**src/rtl/axi_stream_sync_fifo.sv**
```systemverilog
// Single-clock AXI4-Stream FIFO, registered-only handshakes.
// Optional packet mode: define AXIS_FIFO_PACKET_MODE_EN.
module axi_stream_sync_fifo #(
  parameter int byte_width = 4,
  parameter int id_width   = 1,
  parameter int dest_width = 1,
  parameter int user_width = 1,
  parameter int depth_log2 = 4
) (
  input  logic                    clk,
  input  logic                    reset,
  input  logic                    s_tvalid,
  output logic                    s_tready,
  input  logic [8*byte_width-1:0] s_tdata,
  input  logic [byte_width-1:0]   s_tstrb,
  input  logic [byte_width-1:0]   s_tkeep,
  input  logic                    s_tlast,
  input  logic [id_width-1:0]     s_tid,
  input  logic [dest_width-1:0]   s_tdest,
  input  logic [user_width-1:0]   s_tuser,
  output logic                    m_tvalid,
  input  logic                    m_tready,
  output logic [8*byte_width-1:0] m_tdata,
  output logic [byte_width-1:0]   m_tstrb,
  output logic [byte_width-1:0]   m_tkeep,
  output logic                    m_tlast,
  output logic [id_width-1:0]     m_tid,
  output logic [dest_width-1:0]   m_tdest,
  output logic [user_width-1:0]   m_tuser,
  output logic [depth_log2:0]     level
);

  localparam int DW    = 8 * byte_width;
  localparam int EW    = DW + 2 * byte_width + 1
                       + id_width + dest_width + user_width;
  localparam int DEPTH = 1 << depth_log2;
  localparam logic [depth_log2:0] FULL_CNT =
    {1'b1, {depth_log2{1'b0}}};
  localparam logic [depth_log2:0] CNT_ONE =
    (depth_log2 + 1)'(1);
  localparam logic [depth_log2-1:0] PTR_ONE =
    depth_log2'(1);

  logic [EW-1:0]         mem_q [DEPTH];
  logic [depth_log2-1:0] wptr_q, wptr_d;
  logic [depth_log2-1:0] rptr_q, rptr_d;
  logic [depth_log2:0]   cnt_q, cnt_d;
  logic                  en_q;
  logic                  full, empty;
  logic                  push, pop;

  assign full  = (cnt_q == FULL_CNT);
  assign empty = (cnt_q == '0);

  // en_q keeps s_tready low until the first edge after reset
  assign s_tready = en_q & ~full;

`ifdef AXIS_FIFO_PACKET_MODE_EN
  logic [depth_log2:0] pkt_q, pkt_d;
  // full term releases packets longer than the FIFO
  assign m_tvalid = ~empty & ((pkt_q != '0) | full);
`else
  assign m_tvalid = ~empty;
`endif

  assign push  = s_tvalid & s_tready;
  assign pop   = m_tvalid & m_tready;
  assign level = cnt_q;

  assign {m_tdata, m_tstrb, m_tkeep, m_tlast,
          m_tid, m_tdest, m_tuser} = mem_q[rptr_q];

  always_comb begin
    wptr_d = wptr_q;
    rptr_d = rptr_q;
    cnt_d  = cnt_q;
    if (push) wptr_d = wptr_q + PTR_ONE;
    if (pop)  rptr_d = rptr_q + PTR_ONE;
    unique case ({push, pop})
      2'b10:   cnt_d = cnt_q + CNT_ONE;
      2'b01:   cnt_d = cnt_q - CNT_ONE;
      default: cnt_d = cnt_q;
    endcase
  end

  always_ff @(posedge clk or posedge reset) begin
    if (reset) begin
      wptr_q <= '0;
      rptr_q <= '0;
      cnt_q  <= '0;
      en_q   <= 1'b0;
    end else begin
      wptr_q <= wptr_d;
      rptr_q <= rptr_d;
      cnt_q  <= cnt_d;
      en_q   <= 1'b1;
    end
  end

  always_ff @(posedge clk) begin
    if (push)
      mem_q[wptr_q] <= {s_tdata, s_tstrb, s_tkeep, s_tlast,
                        s_tid, s_tdest, s_tuser};
  end

`ifdef AXIS_FIFO_PACKET_MODE_EN
  logic pkt_in, pkt_out;

  assign pkt_in  = push & s_tlast;
  assign pkt_out = pop & m_tlast;

  always_comb begin
    pkt_d = pkt_q;
    unique case ({pkt_in, pkt_out})
      2'b10:   pkt_d = pkt_q + CNT_ONE;
      2'b01:   pkt_d = pkt_q - CNT_ONE;
      default: pkt_d = pkt_q;
    endcase
  end

  always_ff @(posedge clk or posedge reset) begin
    if (reset) pkt_q <= '0;
    else       pkt_q <= pkt_d;
  end
`endif

endmodule

```
**config.mk**
```make
export PLATFORM = sky130hd
export DESIGN_NAME = axi_stream_sync_fifo
export DESIGN_NICKNAME = d
export VERILOG_FILES = /design/src/rtl/axi_stream_sync_fifo.sv
export SDC_FILE = /design/constraint.sdc
export NUM_CORES = 1
export LEC_CHECK = 0
export CAP_MARGIN = 30
export CORE_ASPECT_RATIO = 1.5
export CORE_MARGIN = 2
export CORE_UTILIZATION = 29
export CTS_CLUSTER_SIZE = 30
export DETAILED_ROUTE_END_ITERATION = 7
export HOLD_SLACK_MARGIN = 0.06
export PLACE_DENSITY_LB_ADDON = 0.3
export RECOVER_POWER = 50
export SLEW_MARGIN = 30
export SYNTH_ARGS = -nofsm -noshare
export SYNTH_HDL_FRONTEND = slang
export SYNTH_SLANG_ARGS = --single-unit
```
**constraint.sdc**
```tcl
create_clock -name clk -period 14.9 [get_ports clk]
set_clock_uncertainty 0.2 [all_clocks]
set_input_delay 2.98 -clock clk [delete_from_list [all_inputs] [get_ports clk]]
set_output_delay 2.98 -clock clk [all_outputs]
set_load 0.02 [all_outputs]
```
==> results.md <==
* Number of ports placed on the die boundary at 99
* Fraction of layout instances using a drive strength above 1 at 17.1%
* Post-detailed-placement cell area at 30300 um^2
* Remaining global-route overflow at 0
* Total Wirelength at 66.5 mm
* Seq cells post-synth at 718
* Data arrival time of the critical path at 4.14 ns
* CTS tree: done
* Leading cell type in the layout, fill and taps excluded: edfxtp_1
* Placement Rows at 139
* Maximum clock insertion buffer count at 3
* Power per cell area at 187 nW/um^2
* Critical Path Fanout Max at 59
* Mean Syn Cell Area at 19.9 um^2
* Final count of pins violating max slew at 19
* Wire length of the first global-routing pass at 97.5 mm
* Number of global-route vias before repair at 14500
* Violations in the final reports: capacitance limit, slew limit
* Setup-failing EPs final at 0
* Remaining number of nets flagged by the antenna check after routing at 0
* Number of gates given a new drive strength after cts at 0
* DP HPWL at 33.4 mm
* Maximum vdd ir drop at 141 uV
* Initial core utilization at 29.2%
* Buffers added on ports at 98
* Core Region at 95500 um^2
* Critical path capture point: m_tdata[29]
* Number of synthesized flops with an enable pin at 704
* Drc violations at 0
* CP Capture Type: output pin
* Global Route Usage Sum at 13.5%
* Class of the worst hold path: register to register
* Max-capacitance violation count at 1
* Number of fill cells at 8900
* TritonCTS Buffers at 67
* Finished layout cell area at 32400 um^2
* Cell count of the worst reg-to-reg path at 6
* Post-cts hold buffer count at 0
* Portion of the post-synthesis area used by sequential elements at 77.1%
* Leakage power summed over all cells at 10.4 nW
* Clock slew at reported path FFs at 0.07 ns
* Area of the die at 98600 um^2
* Deepest level of the CTS H-tree at 3
* Endpoint of the most critical register-to-register path: mem_q[3][15]$_DFFE_PP_
* Number of antenna violations at the first check in global routing at 16
* Data required time at the worst endpoint at 11.72 ns
* Syn Inst Count at 1403
* DRT iter0 DRCs at 837
* Max transition margin at -8.56%
* Ys async rst share at 1.95%
* Post-synthesis instance area at 27900 um^2
* Reg-to-reg startpoint: level[0]$_DFFE_PP0P_
* DR vias at 13600
* Fin Setup TNS at 0 ns
* Post-Synthesis Net Count at 1461
* GPL Wtd Cong at 0.685
* Unrepaired setup endpoints after global routing: no
* Final Hold Vio Count at 0
* First-pass iteration count of the detailed router at 5
* Beginning of the critical path: rptr_q[1]$_DFFE_PP0P_
* Top FF cell, synth: edfxtp_1
* Number of warnings printed during yosys synthesis at 0
* Vert. Die Dim at 384 um
* Clock root buffer: clkbuf_16
* Min Clock Period, post-route at 7.32 ns
* Setup CP Type: register to output pin
* Area delta synth->final at 16.4%
* Upper clock frequency limit at 137 MHz
* Critical path startpoint category: register
* Source-to-sink clock delay at the later pin of the worst-skew pair at 0.62 ns
* Average wire length per cell after detail routing at 23.4 um
* CTS sink cnt at 718
* Number of setup buffers added after CTS at 0
* Most used cells in the layout excluding fill and tap cells: 704 x edfxtp_1, 133 x mux2i_1, 88 x mux4_2
* Slew of the pin with the lowest slew margin at 1.63 ns
* Status: complete, but fails checks
* Largest net degree at the start of global routing at 126
* Vias per cell at 4.77
* Number of unique standard cell types used by synthesis at 36
* Number of nets at the end of the flow at 1577
* Reg2Reg Setup Slack at 11.20 ns
* Fraction of the cycle the final worst path needs at 49.1%
* Min Hold Slack at 0.328 ns
* DIE WIDTH at 257 um
power breakdown:
group          switching, mW  internal [mW]  leakage [nW]
clock network          0.728          0.949          1.04
registers              0.123           2.34          6.50
logic                   1.11          0.817          2.81
total                   1.96           4.10          10.4
worst max-delay path: stages, from the launching register on:
cell             delay [ns]
dfrtp_4                0.90
and2_4                 0.58
buf_4                  0.73
a221oi_1               0.20
a22oi_1                0.21
nand2_1                0.16
clkdlybuf4s50_1        0.58
flip-flops by register name (all words and copies together), names as in the netlist:
register and cells:
rptr_q 4, en_q 1, mem_q 704, level 5
wptr_q 4
metrics by stage:
step	total power, mW	std cells	util, %	setup WS, ns
finish	6.07	2842	34.0	7.58
global placement	4.47	2719	31.7	8.17
CTS	6.16	2838	34.0	7.51
detailed placement	4.48	2719	31.7	8.19
floorplan	3.76	1403	-	7.82
global route	6.36	2840	34.0	7.32
cells in the mapped netlist (2+ instances only):
cell type | instances | area share, %
inv_1 | 8 | 0.11
nor3_1 | 4 | 0.072
xor2_1 | 3 | 0.094
a22oi_1 | 44 | 1.2
nand2b_1 | 4 | 0.090
nand3_1 | 2 | 0.036
mux2i_1 | 133 | 4.8
nor2_1 | 12 | 0.16
a21oi_1 | 46 | 0.83
nand2_1 | 52 | 0.70
mux2_1 | 7 | 0.28
o21ai_1 | 14 | 0.25
ha_1 | 9 | 0.40
mux4_2 | 88 | 7.1
buf_6 | 17 | 0.69
buf_2 | 17 | 0.31
o21ai_0 | 78 | 1.4
a221oi_2 | 4 | 0.22
buf_4 | 11 | 0.30
a221oi_1 | 40 | 1.3
xnor2_1 | 7 | 0.22
edfxtp_1 | 704 | 76
dfrtp_1 | 14 | 1.3
clkbuf_1 | 32 | 0.43
and2_1 | 3 | 0.067
buf_1 | 2 | 0.027
mux2_2 | 38 | 1.5
nor2b_1 | 2 | 0.045
cells by family (layout without fill, tap and decap cells):
group                    count (synthesis)  after routing  synth area share, %
multiplexers                           266            266                 13.7
buffers and inverters                   87            253                 1.85
XOR/XNOR                                10             10                0.314
AO/OA/AOI/OAI                          228            228                 5.19
other                                    1              5               0.0135
flip-flops                             718            718                 77.1
AND/OR/NAND/NOR                         83             83                 1.29
adder cells (fa/ha/maj)                 10             10                0.476
cell type report:
| type | count | area [um^2] | share of cell area, % |
|---|---|---|---|
| Inverter | 8 | 30.0 | 0.0926 |
| Multi-Input combinational cell | 598 | 5970 | 18.4 |
| Clock inverter | 28 | 216 | 0.668 |
| Sequential cell | 718 | 21500 | 66.3 |
| Tap cell | 1269 | 1590 | 4.90 |
| Timing Repair Buffer | 126 | 1200 | 3.71 |
| Clock buffer | 91 | 1900 | 5.87 |
| Antenna cell | 4 | 10.0 | 0.0309 |
per-layer routing:
layer | track usage, % | part of all wire (%)
met2 | 24.4 | 53
met4 | 4.53 | 2.6
met1 | 16.2 | 41
met5 | 0 | 0.086
met3 | 2.45 | 4.1
worst min path at each step:
| stage | depth (start not counted) | end | startpoint |
|---|---|---|---|
| 2_1_floorplan | 2 | wptr_q[3]$_DFFE_PP0P_ | wptr_q[0]$_DFFE_PP0P_ |
| 3_3_place_gp | 1 | level[4]$_DFFE_PP0P_ | level[4]$_DFFE_PP0P_ |
| 3_5_place_dp | 1 | level[4]$_DFFE_PP0P_ | level[4]$_DFFE_PP0P_ |
| 4_1_cts | 1 | level[4]$_DFFE_PP0P_ | level[4]$_DFFE_PP0P_ |
| 5_1_grt | 1 | level[4]$_DFFE_PP0P_ | level[4]$_DFFE_PP0P_ |
| 6_report | 1 | level[4]$_DFFE_PP0P_ | level[4]$_DFFE_PP0P_ |
Power figures use the tool's default switching activity.
==> variant 1, RTL diff (config.mk and constraints unchanged) <==
`depth_log2`: 4 -> 3.
--- a/src/rtl/axi_stream_sync_fifo.sv
+++ b/src/rtl/axi_stream_sync_fifo.sv
@@ -6,5 +6,5 @@
   parameter int dest_width = 1,
   parameter int user_width = 1,
-  parameter int depth_log2 = 4
+  parameter int depth_log2 = 3
 ) (
   input  logic                    clk,
Ports: changed (resized level); port bits go from 99 to 98. The function was not compared with the original's and may differ.
==> variant 1 against the original RTL <==
The run still ends with max-capacitance violations, max-slew violations left; synthesized area decreased by 50%; synthesized cell count decreased by 59%; setup slack got worse by 0.069 ns; combinational power fell by 48%; sequential cell count fell by 355; power down 47%; wire length decreased by 57%; final area shrank 48%; die area decreased by 50%; critical path type unchanged; largest cell class unchanged.
==> variant 1: results (changes against the original RTL) <==
Status
  – Status: complete, but fails checks
  – Failing checks: max-capacitance violations, max-slew violations

Detailed routing
  – ANT nets after route: 0 (unchanged)
  – Via Count: 6,161 (-55%)
  – Met3 wire len: 1280 um (-53%)
  – Starting DRT DRC Count: 345 (-59%)
  – Met2 wire length: 14,500 um (-59%)
  – Avg WL per Cell: 21.7 um (-7.4%)
  – DRT Pass-1 Iters: 4 (-1)
  – M1 wire length: 12,300 um (-55%)

Setup path
  – CP arrival: 4.21 ns (+0.07 ns)
  – Reg2reg end: mem_q[6][39]$_DFFE_PP_
  – Cells on worst reg2reg path: 4 (-2)
  – R2r setup slk: 10.67 ns (-0.53 ns)
  – CP Max Fanout: 32 (-46%)

Place
  – IO Port Bufs: 97 (-1.0%)
  – Post-DP HPWL: 15,000 um (-55%)
  – Gpl congestion: 0.639 (-6.8%)
  – Placed instance area: 15,600 um2 (-49%)

Logic synthesis
  – Largest cells by area after synthesis: edfxtp_1 (76%), mux4_2 (14%), mux2_2 (3.7%)
  – Commonest cells in the netlist: edfxtp_1 (352), mux4_2 (88), mux2_2 (46)
  – Synth warn: 0 (unchanged)
  – Number of synthesized flops with an enable pin: 352 (-50%)
  – Fraction of registers with async set/reset: 0.0303 (+0.0108)
  – Netlist cell types: 34 (-5.6%)
  – Syn_nets: 631 (-57%)
  – Register area share after synthesis: 0.782 (+0.0102)

CTS
  – Clock Tree Buf Depth: 3 (unchanged)
  – Later-pin clock latency in the skew report: 0.52 ns (-0.10 ns)
  – Root Driver: clkbuf_16
  – # H-tree levels: 2 (-1)
  – Inserted Clock Buffers: 37 (-45%)

STA
  – Max Slew Vio Count: 22 (+3)
  – Slew @ Worst Pin: 2.52 ns (+0.896 ns)

Cells and area
  – Fillers: 4,340 (-51%)
  – Biggest register: mem_q
  – Max reg flops: 352 (-50%)
  – Layout cells sized above 1: 0.287 (+0.116)
  – # nets final: 753 (-52%)

Power and ir drop
  – Leakage: 5.25 nW (-49%)
  – Max VDD drop: 0.000100 V (-29%)

Global route
  – Largest net degree at the start of global routing: 51 (-60%)
  – GRT Total Usage: 0.118 (-0.0172)
  – Vias in the first global route: 6,636 (-54%)
  – Initial antenna violation count: 3 (-13)
  – First-pass GRT wire length: 43,000 um (-56%)

Hold path
  – Worst hold endpoint: wptr_q[0]$_DFFE_PP0P_
  – Hold path startpoint: wptr_q[0]$_DFFE_PP0P_

Run
  – Max Cap Violations: 1 (unchanged)
## variant 1: cell count changes after synthesis, sizes merged, moves of 3 or more
cell | unedited run | this run
a21oi | 46 | 2
edfxtp | 704 | 352
buf | 47 | 14
a221oi | 44 | 0
ha | 9 | 5
a22oi | 44 | 0
nand2 | 53 | 3
dfrtp | 14 | 11
mux2i | 133 | 1
clkbuf | 32 | 12
o21ai | 92 | 1
nor2 | 12 | 7
## variant 1: worst max-delay path: stages, from the launching register on
cell,delay [ns]
dfrtp_4,0.83
buf_4,0.62
buf_4,0.70
mux4_2,0.59
mux2_2,0.29
clkdlybuf4s50_1,0.54
## variant 1: metrics by stage
step / hold slack, ns / power, mW / util / std cells / setup WS (ns)
floorplan: 0.285 / 1.97 / - / 577 / 8.03
global placement: 0.321 / 2.36 / 0.329 / 1260 / 7.95
detailed placement: 0.329 / 2.36 / 0.329 / 1260 / 7.93
CTS: 0.339 / 3.31 / 0.355 / 1324 / 7.37
global route: 0.352 / 3.40 / 0.354 / 1324 / 7.12
finish: 0.339 / 3.24 / 0.355 / 1326 / 7.51
## variant 1: power breakdown
part | total, mW | internal, mW | switching, mW
sequential | 1.30 | 1.21 | 0.0898
combinational | 1.00 | 0.527 | 0.474
clock | 0.933 | 0.564 | 0.369
## variant 1: kinds of logic after synthesis
| logic type | synth area share |
|---|---|
| xor+xnor | 0.00379 |
| buf+inv | 0.0124 |
| compound gates | 0.00307 |
| fa+ha+maj | 0.00595 |
| simple gates | 0.0109 |
| other cells | 0.000270 |
| flops | 0.782 |
| mux | 0.182 |
## variant 1: worst max-delay path by stage
| stage | to | slack (ns) | startpoint |
|---|---|---|---|
| 2_1_floorplan | mem_q[0][0]$_DFFE_PP_ | 8.03 | s_tvalid |
| 3_3_place_gp | m_tdata[15] | 7.95 | rptr_q[0]$_DFFE_PP0P_ |
| 3_5_place_dp | m_tdata[25] | 7.93 | rptr_q[0]$_DFFE_PP0P_ |
| 4_1_cts | m_tdata[25] | 7.37 | rptr_q[0]$_DFFE_PP0P_ |
| 5_1_grt | m_tdata[25] | 7.12 | rptr_q[0]$_DFFE_PP0P_ |
| 6_report | m_tdata[20] | 7.51 | rptr_q[0]$_DFFE_PP0P_ |
## variant 1: layout make-up
cell class / instances / share of cell area
Sequential cell: 363 / 0.645
Multi-Input combinational cell: 182 / 0.173
Timing Repair Buffer: 109 / 0.0631
Clock buffer: 45 / 0.0593
Tap cell: 600 / 0.0446
Clock inverter: 19 / 0.0135
Inverter: 6 / 0.00134
Antenna cell: 2 / 0.000297
## variant 1: per-layer routing
layer / global-route usage / vias to the layer above
li1: - / 2692
met1: 0.152 / 3314
met2: 0.199 / 104
met3: 0.0270 / 45
met4: 0.0365 / 6
met5: 0 / -
==> variant 2, RTL diff (same settings) <==
Without the edit above. Put one more register stage on the output `level`, cleared by the reset. The value now appears one clock later. The other outputs are not delayed to match.
--- a/src/rtl/axi_stream_sync_fifo.sv
+++ b/src/rtl/axi_stream_sync_fifo.sv
@@ -66,5 +66,11 @@
   assign push  = s_tvalid & s_tready;
   assign pop   = m_tvalid & m_tready;
-  assign level = cnt_q;
+  always_ff @(posedge clk or posedge reset) begin
+    if (reset) begin
+      level <= '0;
+    end else begin
+      level <= cnt_q;
+    end
+  end
 
   assign {m_tdata, m_tstrb, m_tkeep, m_tlast,
Function: changed (Yosys sat finds a counterexample within 4 cycles, from zero or initial values and one cycle with reset high).
==> variant 2 against the original RTL <==
Sequential cell count is 5 higher; setup slack worse by 0.15 ns; power up 0.38%; count of clock-buffer cells in the layout is 7 higher; non-clock buffer count down 1; wire length up 0.51%; synthesized area increased by 0.71%; final area up 0.57%; fmax decreased by 2.0%; hold slack got worse by 0.083 ns.
==> variant 2: results (changes against the original RTL) <==
Detailed routing
  – Top Layer Used: met5
  – Starting DRT DRC Count: 757 (-9.6%)
  – Via Count: 13,600 (+0.40%)
  – Via density per instance: 4.78 (+0.19%)
  – Met3 wire len: 2920 um (+7.7%)
  – DRT Pass-1 Iters: 5 (unchanged)
  – M1 wire length: 26,500 um (-1.8%)
  – Final wirelength: 66,800 um (+0.51%)
  – Met2 wire length: 35,900 um (+2.7%)

CTS
  – Post-CTS setup buffer count: 0 (unchanged)
  – # H-tree levels: 3 (unchanged)
  – Clock-pin slew on the worst setup and hold paths: 0.07 ns (about the same)
  – Inserted Clock Buffers: 71 (+6.0%)
  – Later-pin clock latency in the skew report: 0.64 ns (+0.02 ns)
  – Cts repair resizes: 0 (unchanged)
  – Clock Tree Buf Depth: 3 (unchanged)
  – Root Driver: clkbuf_16

Cells and area
  – Area delta synth->final: 16.2%
  – # nets final: 1,585 (+0.51%)
  – Top Registers: mem_q (704), cnt_q (5), level (5)
  – Layout cells sized above 1: 0.173 (+0.00200)
  – Fillers: 8,937 (+0.42%)

Power and ir drop
  – Switch Pwr: 1.99 mW (+1.2%)
  – Max VDD drop: 0.000127 V (-10%)
  – Leakage: 10.4 nW (+0.77%)

Logic synthesis
  – Synth Area per Inst: 19.9 um2 (+0.35%)
  – Synth warn: 0 (unchanged)
  – Largest cells by area after synthesis: edfxtp_1 (75%), mux4_2 (7.1%), mux2i_1 (4.7%)
  – Syn_nets: 1,466 (+0.34%)
  – Commonest cells in the netlist: edfxtp_1 (704), mux2i_1 (133), mux4_2 (88)
  – Fraction of registers with async set/reset: 0.0263 (+0.00678)
  – Netlist cell types: 37 (+2.8%)
  – Register area share after synthesis: 0.770 (-0.000942)
  – Number of synthesized flops with an enable pin: 704 (unchanged)

Global route
  – Vias in the first global route: 14,700 (+1.0%)
  – Grt ovf: 0 (unchanged)
  – GRT Total Usage: 0.135 (-0.000271)
  – First-pass GRT wire length: 97,900 um (+0.41%)
  – Initial antenna violation count: 14 (-2)
  – Largest net degree at the start of global routing: 123 (-2.4%)

Place
  – Placed instance area: 30,500 um2 (+0.62%)
  – Gpl congestion: 0.686 (+0.13%)
  – Post-DP HPWL: 33,500 um (+0.25%)
  – Dpl ws: 8.02 ns (-0.166 ns)
  – Inst Count DP: 2,723 (+0.15%)
  – IO Port Bufs: 98 (unchanged)

STA
  – Rel. slew slack: 0.340 (+0.426)
  – Max Slew Vio Count: 0 (-19)

Hold path
  – Hold Path Class: reg2reg

Status
  – Status: completed

Setup path
  – CP arrival: 4.29 ns (+0.15 ns)
  – CP Max Fanout: 48 (-19%)
[variant 2: final cells by class]
| type | instances | share of cell area |
|---|---|---|
| antenna | 5 | 0.000384 |
| multi-input combinational | 598 | 0.185 |
| clock inverter | 22 | 0.00449 |
| tap | 1269 | 0.0487 |
| clock buffer | 98 | 0.0601 |
| inverter | 8 | 0.000921 |
| timing repair buffer | 125 | 0.0374 |
| sequential | 723 | 0.663 |
[variant 2: cell families after synthesis]
group	after synthesis	synth area share
AOI/OAI and AO/OA	228	0.0536
buffers and inverters	87	0.0189
other	1	0.000134
DFF	723	0.770
muxes	266	0.136
and+or+nand+nor	83	0.0129
xor gates and xnor gates	10	0.00312
adders and majority gates	10	0.00473
[variant 2: layer usage]
layer  vias to the layer above  track usage
met5                         -            0
met4                         8       0.0411
met3                       102       0.0264
met2                       270        0.250
met1                      7232        0.157
li1                       6003            -
[variant 2: final timing paths]
kind	from	to	slack [ns]	cells after the start
worst max-delay path	rptr_q[1]$_DFFE_PP0P_	m_tdata[26]	7.43	6
worst max register to register	cnt_q[0]$_DFFE_PP0P_	mem_q[7][4]$_DFFE_PP_	11.38	6
min in group asynchronous	reset	level[2]$_DFF_PP0_	2.71	2
worst min-delay path	cnt_q[3]$_DFFE_PP0P_	level[3]$_DFF_PP0_	0.25	0
max in group asynchronous	reset	rptr_q[3]$_DFFE_PP0P_	11.18	2
worst min register to register	cnt_q[3]$_DFFE_PP0P_	level[3]$_DFF_PP0_	0.25	0
[variant 2: power by group through the flow]
stage	Sequential [mW]	Combinational [mW]	Clock, mW
5_1_grt	2.50	2.11	1.78
2_1_floorplan	2.44	1.36	0
3_5_place_dp	2.53	2.00	0
3_3_place_gp	2.53	1.99	0
4_1_cts	2.49	2.00	1.71
6_report	2.49	1.94	1.66
[variant 2: worst max-delay path, cell delays in order, from the launching register on]
cell,delay (ns)
dfrtp_4,0.98
and2_4,0.74
buf_4,0.70
a21oi_1,0.17
o21ai_0,0.22
nand2_1,0.18
clkdlybuf4s50_1,0.58
